<file path="config.mk">
export PLATFORM = sky130hd
export DESIGN_NAME = hazard_controller_flat
export DESIGN_NICKNAME = d
export VERILOG_FILES = /design/src/rtl/hazard_controller_if.sv /design/src/rtl/hazard_controller.sv /design/src/flat_wrapper.sv
export SDC_FILE = /design/constraint.sdc
export NUM_CORES = 1
export LEC_CHECK = 0
export CAP_MARGIN = 20
export CORE_ASPECT_RATIO = 1.25
export CORE_MARGIN = 5
export CORE_UTILIZATION = 47
export CTS_CLUSTER_DIAMETER = 40
export DETAILED_ROUTE_END_ITERATION = 10
export HOLD_SLACK_MARGIN = 0.02
export PLACE_DENSITY_LB_ADDON = 0.1
export SYNTH_ARGS = -nofsm -noshare
export SYNTH_HDL_FRONTEND = slang
export SYNTH_SLANG_ARGS = --single-unit
</file>
<file path="constraint.sdc">
create_clock -name clk -period 4 [get_ports clk]
set_input_delay 0.4 -clock clk [delete_from_list [all_inputs] [get_ports clk]]
set_output_delay 0.4 -clock clk [all_outputs]
set_load 0.05 [all_outputs]
</file>
<file path="src/rtl/hazard_controller_if.sv">
// Pipeline-side hazard signals between the MIPS datapath and hazard_controller.
// slave = the hazard controller, master = the datapath that feeds and obeys it.
interface hazard_controller_if;
    logic [4:0] IFID_Rs;
    logic [4:0] IFID_Rt;
    logic       IFID_usesRt;
    logic       IDEX_MemRead;
    logic [4:0] IDEX_Rt;
    logic       md_start;
    logic       branch_taken;
    logic       PCWrite;
    logic       IFIDWrite;
    logic       IDEXWrite;
    logic       IFID_flush;
    logic       IDEX_flush;
    logic       EXMEM_flush;
    logic       busy;
    logic       md_done;

    modport slave (
        input  IFID_Rs, IFID_Rt, IFID_usesRt, IDEX_MemRead, IDEX_Rt, md_start, branch_taken,
        output PCWrite, IFIDWrite, IDEXWrite, IFID_flush, IDEX_flush, EXMEM_flush, busy, md_done
    );

    modport master (
        output IFID_Rs, IFID_Rt, IFID_usesRt, IDEX_MemRead, IDEX_Rt, md_start, branch_taken,
        input  PCWrite, IFIDWrite, IDEXWrite, IFID_flush, IDEX_flush, EXMEM_flush, busy, md_done
    );
endinterface

</file>
<file path="src/rtl/hazard_controller.sv">
// Load-use stall, mul/div EX occupancy and MEM-resolved branch squash sequencer.
// Optional HAZARD_STATS_EN adds saturating stall_count / flush_count outputs.
module hazard_controller #(
    parameter int LU_STALL_CYCLES = 1,
    parameter int MD_LATENCY      = 4
) (
    input  logic                 clk,
    input  logic                 rst,
    hazard_controller_if.slave   hz
`ifdef HAZARD_STATS_EN
    ,
    output logic [15:0]          stall_count,
    output logic [15:0]          flush_count
`endif
);

    typedef enum logic [1:0] {RUN, LU_STALL, MD_BUSY} state_t;

    state_t     state, state_nxt;
    logic [7:0] ctr, ctr_nxt;
    logic       lu;
    logic       br_apply;

    logic pc_we, ifid_we, idex_we, ifid_fl, idex_fl, exmem_fl, busy_o, md_done_o;

    assign lu = hz.IDEX_MemRead && (hz.IDEX_Rt != 5'd0) &&
                ((hz.IDEX_Rt == hz.IFID_Rs) || (hz.IFID_usesRt && (hz.IDEX_Rt == hz.IFID_Rt)));

    // A taken branch is only honoured in RUN or LU_STALL; MD_BUSY keeps EX/MEM bubbled.
    assign br_apply = !rst && hz.branch_taken && ((state == RUN) || (state == LU_STALL));

    always_ff @(posedge clk or posedge rst) begin
        if (rst) begin
            state <= RUN;
            ctr   <= 8'd0;
        end else begin
            state <= state_nxt;
            ctr   <= ctr_nxt;
        end
    end

    always_comb begin
        state_nxt = state;
        ctr_nxt   = ctr;
        case (state)
            RUN: begin
                if (hz.branch_taken) begin
                    state_nxt = RUN;
                end else if (hz.md_start) begin
                    ctr_nxt   = 8'(MD_LATENCY - 1);
                    state_nxt = MD_BUSY;
                end else if (lu && (LU_STALL_CYCLES > 1)) begin
                    ctr_nxt   = 8'(LU_STALL_CYCLES - 1);
                    state_nxt = LU_STALL;
                end
            end
            LU_STALL: begin
                if (hz.branch_taken) begin
                    ctr_nxt   = 8'd0;
                    state_nxt = RUN;
                end else begin
                    ctr_nxt = ctr - 8'd1;
                    if (ctr <= 8'd1) state_nxt = RUN;
                end
            end
            MD_BUSY: begin
                ctr_nxt = ctr - 8'd1;
                if (ctr <= 8'd1) begin
                    ctr_nxt   = 8'd0;
                    state_nxt = RUN;
                end
            end
            default: begin
                ctr_nxt   = 8'd0;
                state_nxt = RUN;
            end
        endcase
    end

    // Reset forces every control low regardless of state or inputs.
    always_comb begin
        pc_we     = 1'b1;
        ifid_we   = 1'b1;
        idex_we   = 1'b1;
        ifid_fl   = 1'b0;
        idex_fl   = 1'b0;
        exmem_fl  = 1'b0;
        md_done_o = 1'b0;
        busy_o    = (state != RUN);
        if (rst) begin
            pc_we   = 1'b0;
            ifid_we = 1'b0;
            idex_we = 1'b0;
            busy_o  = 1'b0;
        end else begin
            case (state)
                RUN: begin
                    if (hz.branch_taken) begin
                        ifid_fl  = 1'b1;
                        idex_fl  = 1'b1;
                        exmem_fl = 1'b1;
                    end else if (hz.md_start) begin
                        pc_we    = 1'b0;
                        ifid_we  = 1'b0;
                        idex_we  = 1'b0;
                        exmem_fl = 1'b1;
                    end else if (lu) begin
                        pc_we   = 1'b0;
                        ifid_we = 1'b0;
                        idex_fl = 1'b1;
                    end
                end
                LU_STALL: begin
                    if (hz.branch_taken) begin
                        ifid_fl  = 1'b1;
                        idex_fl  = 1'b1;
                        exmem_fl = 1'b1;
                    end else begin
                        pc_we   = 1'b0;
                        ifid_we = 1'b0;
                        idex_fl = 1'b1;
                    end
                end
                MD_BUSY: begin
                    if (ctr > 8'd1) begin
                        pc_we    = 1'b0;
                        ifid_we  = 1'b0;
                        idex_we  = 1'b0;
                        exmem_fl = 1'b1;
                    end else begin
                        md_done_o = 1'b1;
                    end
                end
                default: ;
            endcase
        end
    end

    assign hz.PCWrite     = pc_we;
    assign hz.IFIDWrite   = ifid_we;
    assign hz.IDEXWrite   = idex_we;
    assign hz.IFID_flush  = ifid_fl;
    assign hz.IDEX_flush  = idex_fl;
    assign hz.EXMEM_flush = exmem_fl;
    assign hz.busy        = busy_o;
    assign hz.md_done     = md_done_o;

`ifdef HAZARD_STATS_EN
    always_ff @(posedge clk or posedge rst) begin
        if (rst) begin
            stall_count <= 16'd0;
            flush_count <= 16'd0;
        end else begin
            if (!pc_we && (stall_count != 16'hFFFF)) stall_count <= stall_count + 16'd1;
            if (br_apply && (flush_count != 16'hFFFF)) flush_count <= flush_count + 16'd1;
        end
    end
`else
    logic unused_br;
    assign unused_br = br_apply;
`endif

endmodule

</file>
<file path="src/flat_wrapper.sv">
// flat-port wrapper written by rule: the top's interface ports become plain ports
module hazard_controller_flat 
#(
    parameter int LU_STALL_CYCLES = 1,
    parameter int MD_LATENCY      = 4
)
  (clk, rst, hz_IFID_Rs, hz_IFID_Rt, hz_IFID_usesRt, hz_IDEX_MemRead, hz_IDEX_Rt, hz_md_start, hz_branch_taken, hz_PCWrite, hz_IFIDWrite, hz_IDEXWrite, hz_IFID_flush, hz_IDEX_flush, hz_EXMEM_flush, hz_busy, hz_md_done);
  hazard_controller_if hz_i ();
  input  logic clk;
  input  logic rst;
  input wire logic [$bits(hz_i.IFID_Rs)-1:0] hz_IFID_Rs;
  input wire logic [$bits(hz_i.IFID_Rt)-1:0] hz_IFID_Rt;
  input wire logic [$bits(hz_i.IFID_usesRt)-1:0] hz_IFID_usesRt;
  input wire logic [$bits(hz_i.IDEX_MemRead)-1:0] hz_IDEX_MemRead;
  input wire logic [$bits(hz_i.IDEX_Rt)-1:0] hz_IDEX_Rt;
  input wire logic [$bits(hz_i.md_start)-1:0] hz_md_start;
  input wire logic [$bits(hz_i.branch_taken)-1:0] hz_branch_taken;
  output wire logic [$bits(hz_i.PCWrite)-1:0] hz_PCWrite;
  output wire logic [$bits(hz_i.IFIDWrite)-1:0] hz_IFIDWrite;
  output wire logic [$bits(hz_i.IDEXWrite)-1:0] hz_IDEXWrite;
  output wire logic [$bits(hz_i.IFID_flush)-1:0] hz_IFID_flush;
  output wire logic [$bits(hz_i.IDEX_flush)-1:0] hz_IDEX_flush;
  output wire logic [$bits(hz_i.EXMEM_flush)-1:0] hz_EXMEM_flush;
  output wire logic [$bits(hz_i.busy)-1:0] hz_busy;
  output wire logic [$bits(hz_i.md_done)-1:0] hz_md_done;
  assign hz_i.IFID_Rs = hz_IFID_Rs;
  assign hz_i.IFID_Rt = hz_IFID_Rt;
  assign hz_i.IFID_usesRt = hz_IFID_usesRt;
  assign hz_i.IDEX_MemRead = hz_IDEX_MemRead;
  assign hz_i.IDEX_Rt = hz_IDEX_Rt;
  assign hz_i.md_start = hz_md_start;
  assign hz_i.branch_taken = hz_branch_taken;
  assign hz_PCWrite = hz_i.PCWrite;
  assign hz_IFIDWrite = hz_i.IFIDWrite;
  assign hz_IDEXWrite = hz_i.IDEXWrite;
  assign hz_IFID_flush = hz_i.IFID_flush;
  assign hz_IDEX_flush = hz_i.IDEX_flush;
  assign hz_EXMEM_flush = hz_i.EXMEM_flush;
  assign hz_busy = hz_i.busy;
  assign hz_md_done = hz_i.md_done;
  hazard_controller #(.LU_STALL_CYCLES(LU_STALL_CYCLES), .MD_LATENCY(MD_LATENCY)) u_core (.clk(clk), .rst(rst), .hz(hz_i));
endmodule
</file>
== Word level (Yosys, flattened, before mapping) ==
Index checks and enable logic that the tools add are counted.
W data, S select, Z words.

* Bits in registers: 10
* Input bits: 21
* Output and inout port bits: 8

* Add/sub/neg operators: 1
* Mux-type cells: 36
* Reduce and logical (&&, ||, !) cells: 9
* Magnitude comparators: 2
* Equality and inequality tests: 7

{| class="wikitable"
|+ Operators by type and width
! cell !! number
|-
| $mux W8 || 4
|-
| $pmux W8 S3 || 1
|-
| $mux W1 || 22
|-
| $eq A5 B5 Y1 || 2
|-
| $gt A8 B1 Y1 const B || 1
|-
| $le A8 B1 Y1 const B || 1
|-
| $mux W2 || 4
|-
| $sub A8 B1 Y8 const B || 1
|-
| $pmux W1 S3 || 2
|-
| $pmux W2 S3 || 1
|-
| $reduce_bool A5 Y1 || 1
|-
| $ne A2 B2 Y1 const B || 2
|-
| $pmux W1 S2 || 2
|-
| $logic_and A1 B1 Y1 || 3
|-
| $ne A3 B3 Y1 const B || 1
|-
| $eq A2 B1 Y1 const B || 1
|-
| $eq A2 B2 Y1 const B || 1
|-
| $logic_not A2 Y1 || 1
|-
| $reduce_and A2 Y1 || 1
|-
| $reduce_bool A2 Y1 || 1
|-
| $reduce_or A2 Y1 || 1
|-
| $logic_or A1 B1 Y1 || 1
|}

== Longest topological paths before layout ==
* Word-level depth: 9
* Depth in mapped cells: 7
* Gate-level depth less buffers: 6

== Worst setup path before layout ==
OpenSTA, ideal clock, no wires.

* Path kind: input port to output port
* From: in hz_IDEX_Rt[0]
* To: out hz_PCWrite
* Path buffers: 1
* Setup slack: 650 ps
* Stages on the path: 5
* Arrival: 2950 ps
* Cell sequence: or4_1 o21a_1 and2_0 a311oi_1 buf_4

* Longest elaborated chain between the ends: 9

{| class="wikitable"
|+ RTL lines
! what !! line !! source
|-
| start, declared || flat_wrapper.sv:15 || <nowiki>input wire logic [$bits(hz_i.IDEX_Rt)-1:0] hz_IDEX_Rt;</nowiki>
|-
| $eq A5 B5 Y1 || hazard_controller.sv:27 || <nowiki>((hz.IDEX_Rt == hz.IFID_Rs) || (hz.IFID_usesRt && (hz.IDEX_Rt == hz.IFID_Rt)));</nowiki>
|-
| $logic_and A1 B1 Y1 || hazard_controller.sv:27 ||
|-
| $logic_or A1 B1 Y1 || hazard_controller.sv:27 ||
|-
| $logic_and A1 B1 Y1 * || hazard_controller.sv:26 || <nowiki>assign lu = hz.IDEX_MemRead && (hz.IDEX_Rt != 5'd0) &&</nowiki>
|-
| $mux W1 * (3 in series) || -- ||
|-
| $pmux W1 S3 * || -- ||
|-
| $mux W1 * || -- ||
|-
| end, declared || flat_wrapper.sv:18 || <nowiki>output wire logic [$bits(hz_i.PCWrite)-1:0] hz_PCWrite;</nowiki>
|}

Every way passes the cells marked *; elsewhere a longest branch is shown, timed or not.

== Worst setup path after layout ==
* From: in hz_IDEX_Rt[3]
* To: out hz_PCWrite

* Longest elaborated chain between the ends: 9

{| class="wikitable"
|+ RTL lines
! what !! line !! source
|-
| $eq A5 B5 Y1 || hazard_controller.sv:27 ||
|-
| $logic_and A1 B1 Y1 || hazard_controller.sv:27 ||
|-
| $logic_or A1 B1 Y1 || hazard_controller.sv:27 ||
|-
| $logic_and A1 B1 Y1 * || hazard_controller.sv:26 ||
|-
| $mux W1 * || hazard_controller.sv:107 || <nowiki>end else if (lu) begin</nowiki>
|-
| $mux W1 * || hazard_controller.sv:102 || <nowiki>end else if (hz.md_start) begin</nowiki>
|-
| $mux W1 * || hazard_controller.sv:98 || <nowiki>if (hz.branch_taken) begin</nowiki>
|-
| $pmux W1 S3 * || hazard_controller.sv:96 || <nowiki>case (state)</nowiki>
|-
| $mux W1 * || hazard_controller.sv:90 || <nowiki>if (rst) begin</nowiki>
|}

Marks and branches as above.

==> out/qor.csv <==
metric,value,unit
status,finished clean,
Initial DRC Count,5,
Max-slew headroom,65.7,%
CP Capture Type,primary output,
Via density,5.70,
pwr dens,587,nW/µm²
clock sinks,10,
CTS tree,done,
total CTS buffers,3,
Final setup violation count,0,
# resized after CTS,0,
"Worst Setup Slack, final",0.647,ns
R2R depth,6,
CP required,3.60,ns
Worst Hold Endpoint,u_core.ctr[7],
Post-route DRC,0,
drt pass-1 iters,4,
postcts setup bufs,0,
number of port buffers,28,
Hold Path Depth,2,
final core area utilization,66.4,%
r2r endpoint,u_core.ctr[2],
DR WL/cell,13.6,µm
Tmin final,3.35,ns
synthesized net count,128,
WS Path Type,in -> out,
initial antenna violation count,0,
Final ANT Viol Nets,0,
post-synthesis sequential element count,10,
share of post-route cells with drive strength above 1,4.51,%
most numerous cell on the critical path,clkdlybuf4s50_1,
Critical Path Max Stage Delay,0.87,ns
Int Power,345,µW
Ys Warns,0,
Max-cap violations,0,
Worst-path clk slew,0.06,ns
multi-input logic area,541,µm²
Antenna Cells,0,
WL final,2070,µm
register share of total power,29.0,%
Final period util,83.8,%
latest clock arrival within the worst-skew pair,0.25,ns
die area,2710,µm²
routability cong.,0.831,
register area,250,µm²
Cell variety after synth,32,
Die Wd,47.6,µm
proportion of netlist area held by the largest area contributor,30.2,%
crit path cell chain,clkdlybuf4s50_1 > or4_1 > o21a_1 > and2_0 > a311oi_1 > clkdlybuf4s50_1,
largest net degree at the start of global routing,12,
Core Box Area,1720,µm²
sequential area share after synthesis,30.2,%
Synth Area per Inst,7.89,µm²
Reg2Reg Setup Slack,2.04,ns
Least-Margin Pin Slew,0.512,ns
GRT Util Overall,17.8,%
Mapped Cells,105,
overall power,671,µW
Reg-to-Reg Start,u_core.ctr[0],
main area contributors after synthesis,"dfrtp_1 30%, xnor2_1 11%, nor3_1 4.8%",
worst min path class,reg -> reg,
Mapped Area,828,µm²
startpoint types,input pin,
Starting Density,48.1,%
Switching Power,326,µW
total gr overflow,0,
via count,867,
"critical path fanouts, max",3,
clock network fraction of total power,9.6,%
Setup TNS Final,0,ns
Clock Path Buffers,2,
H-tree depth,1,
combinational fraction of design power,61.3,%
VDD IR max,0.353,mV
CP max-delay cell,clkdlybuf4s50_1,
cell area after layout,1140,µm²
Fin. Hold Viols,0,
Critical Path AT,2.95,ns
maximum clock rate,298,MHz
# IOs,29,
skew final,0.00712,ns
vias in the first global route,894,
leak pwr,0.450,nW
CTS hold repair buffers,0,
Switching Fraction,48.6,%
first-pass GRT wire length,3580,µm
pre-CTS setup slack,0.653,ns
clock root buffer,clkbuf_4,
area grow syn2layout,38.1,%
Yosys top cell by area,dfrtp_1,
placed standard-cell area,1120,µm²
Die H,56.9,µm
Fill cells,166,
post-DP HPWL,1720,µm
HP Start,u_core.ctr[7],
max-slew violations,0,
FP Rows,17,
RSZ-0062 raised after global routing,false,
layout net count,158,
cell usage after synthesis (all sizes together):
cell,instances
a311oi,2
o21ai,8
or4,2
a21oi,3
nand2,10
o211ai,1
xnor2,10
and3,1
o22ai,3
or2,1
and2,3
o21a,3
nand2b,2
mux2i,3
a211oi,2
clkbuf,3
a31o,1
nor2,10
nor2b,2
nor4,2
or3,1
o32a,1
ha,2
buf,1
dfrtp,10
nand4,2
nand3,2
nor3,8
inv,5
and4,1
per-layer routing:
| layer | vias to the layer above | share of wire, % | routed length (µm) | track usage [%] |
|---|---|---|---|---|
| li1 | 433 | - | - | - |
| met1 | 411 | 41 | 841 | 18.4 |
| met2 | 21 | 53 | 1100 | 32.0 |
| met3 | 2 | 5.0 | 103 | 4.10 |
| met4 | 0 | 1.4 | 28 | 7.69 |
| met5 | - | 0 | 0 | 0 |
flip-flops by register name (all words and copies together), names as in the netlist:
name          count
u_core.ctr        8
u_core.state      2
power groups by stage:
stage,logic (mW),clock network [mW],registers [mW]
floorplan,0.311,0,0.174
global placement,0.403,0,0.193
detailed placement,0.413,0,0.195
CTS,0.415,0.0672,0.194
global route,0.453,0.0737,0.201
finish,0.411,0.0647,0.195
cell families (layout without fill, tap and decap cells):
kind of cell    Yosys count  after routing  synth area share, %
xor+xnor                 10             10                 10.6
compound gates           24             24                 18.7
buf+inv                   9             37                 4.53
simple gates             47             47                 29.3
mux                       3              3                 3.63
flops                    10             10                 30.2
fa+ha+maj                 2              2                 3.02
worst max-delay path by stage:
stage | to | start
global route | hz_PCWrite | hz_IDEX_Rt[3]
CTS | hz_IFIDWrite | hz_IDEX_Rt[3]
global placement | hz_IFIDWrite | hz_IDEX_Rt[0]
detailed placement | hz_IFIDWrite | hz_IDEX_Rt[0]
finish | hz_PCWrite | hz_IDEX_Rt[3]
floorplan | hz_PCWrite | hz_IDEX_Rt[0]
layout by cell type, fill, tap and decap left out:
cell type and n:
a211oi_1 2, nor2b_1 2, nand2b_1 2, and3_1 1, o21a_1 3, or2_1 1
o32a_1 1, nand3_1 2, nor2_1 10, a31o_2 1, clkdlybuf4s50_1 28, buf_4 1
o211ai_1 1, o21ai_0 8, a311oi_1 2, dfrtp_1 10, o22ai_1 3, nor3_1 8
inv_1 5, a21oi_1 3, mux2i_1 3, or3_1 1, or4_1 2, nand2_1 10
clkbuf_4 3, and2_1 2, and4_1 1, nor4_1 1, nor4_2 1, xnor2_1 10
and2_0 1, ha_1 2, nand4_1 2
layout make-up:
cell class	count	area share [%]
multi-input combinational	86	47.3
inverter	5	1.64
sequential	10	21.9
tap	19	2.08
clock buffer	3	1.97
timing repair buffer	29	25.2
worst max-delay path, delay by kind of cell:
family / cells / cell delay, ns
compound gates: 2 / 0.53
simple gates: 2 / 0.68
buf+inv: 2 / 1.34
metrics by stage:
stage / hold WS, ns / std cells
4_1_cts: 0.548 / 152
3_5_place_dp: 0.534 / 149
2_1_floorplan: 0.436 / 105
5_1_grt: 0.563 / 152
3_3_place_gp: 0.509 / 149
6_report: 0.547 / 152
No activity file was read; power rests on OpenSTA's default activity.
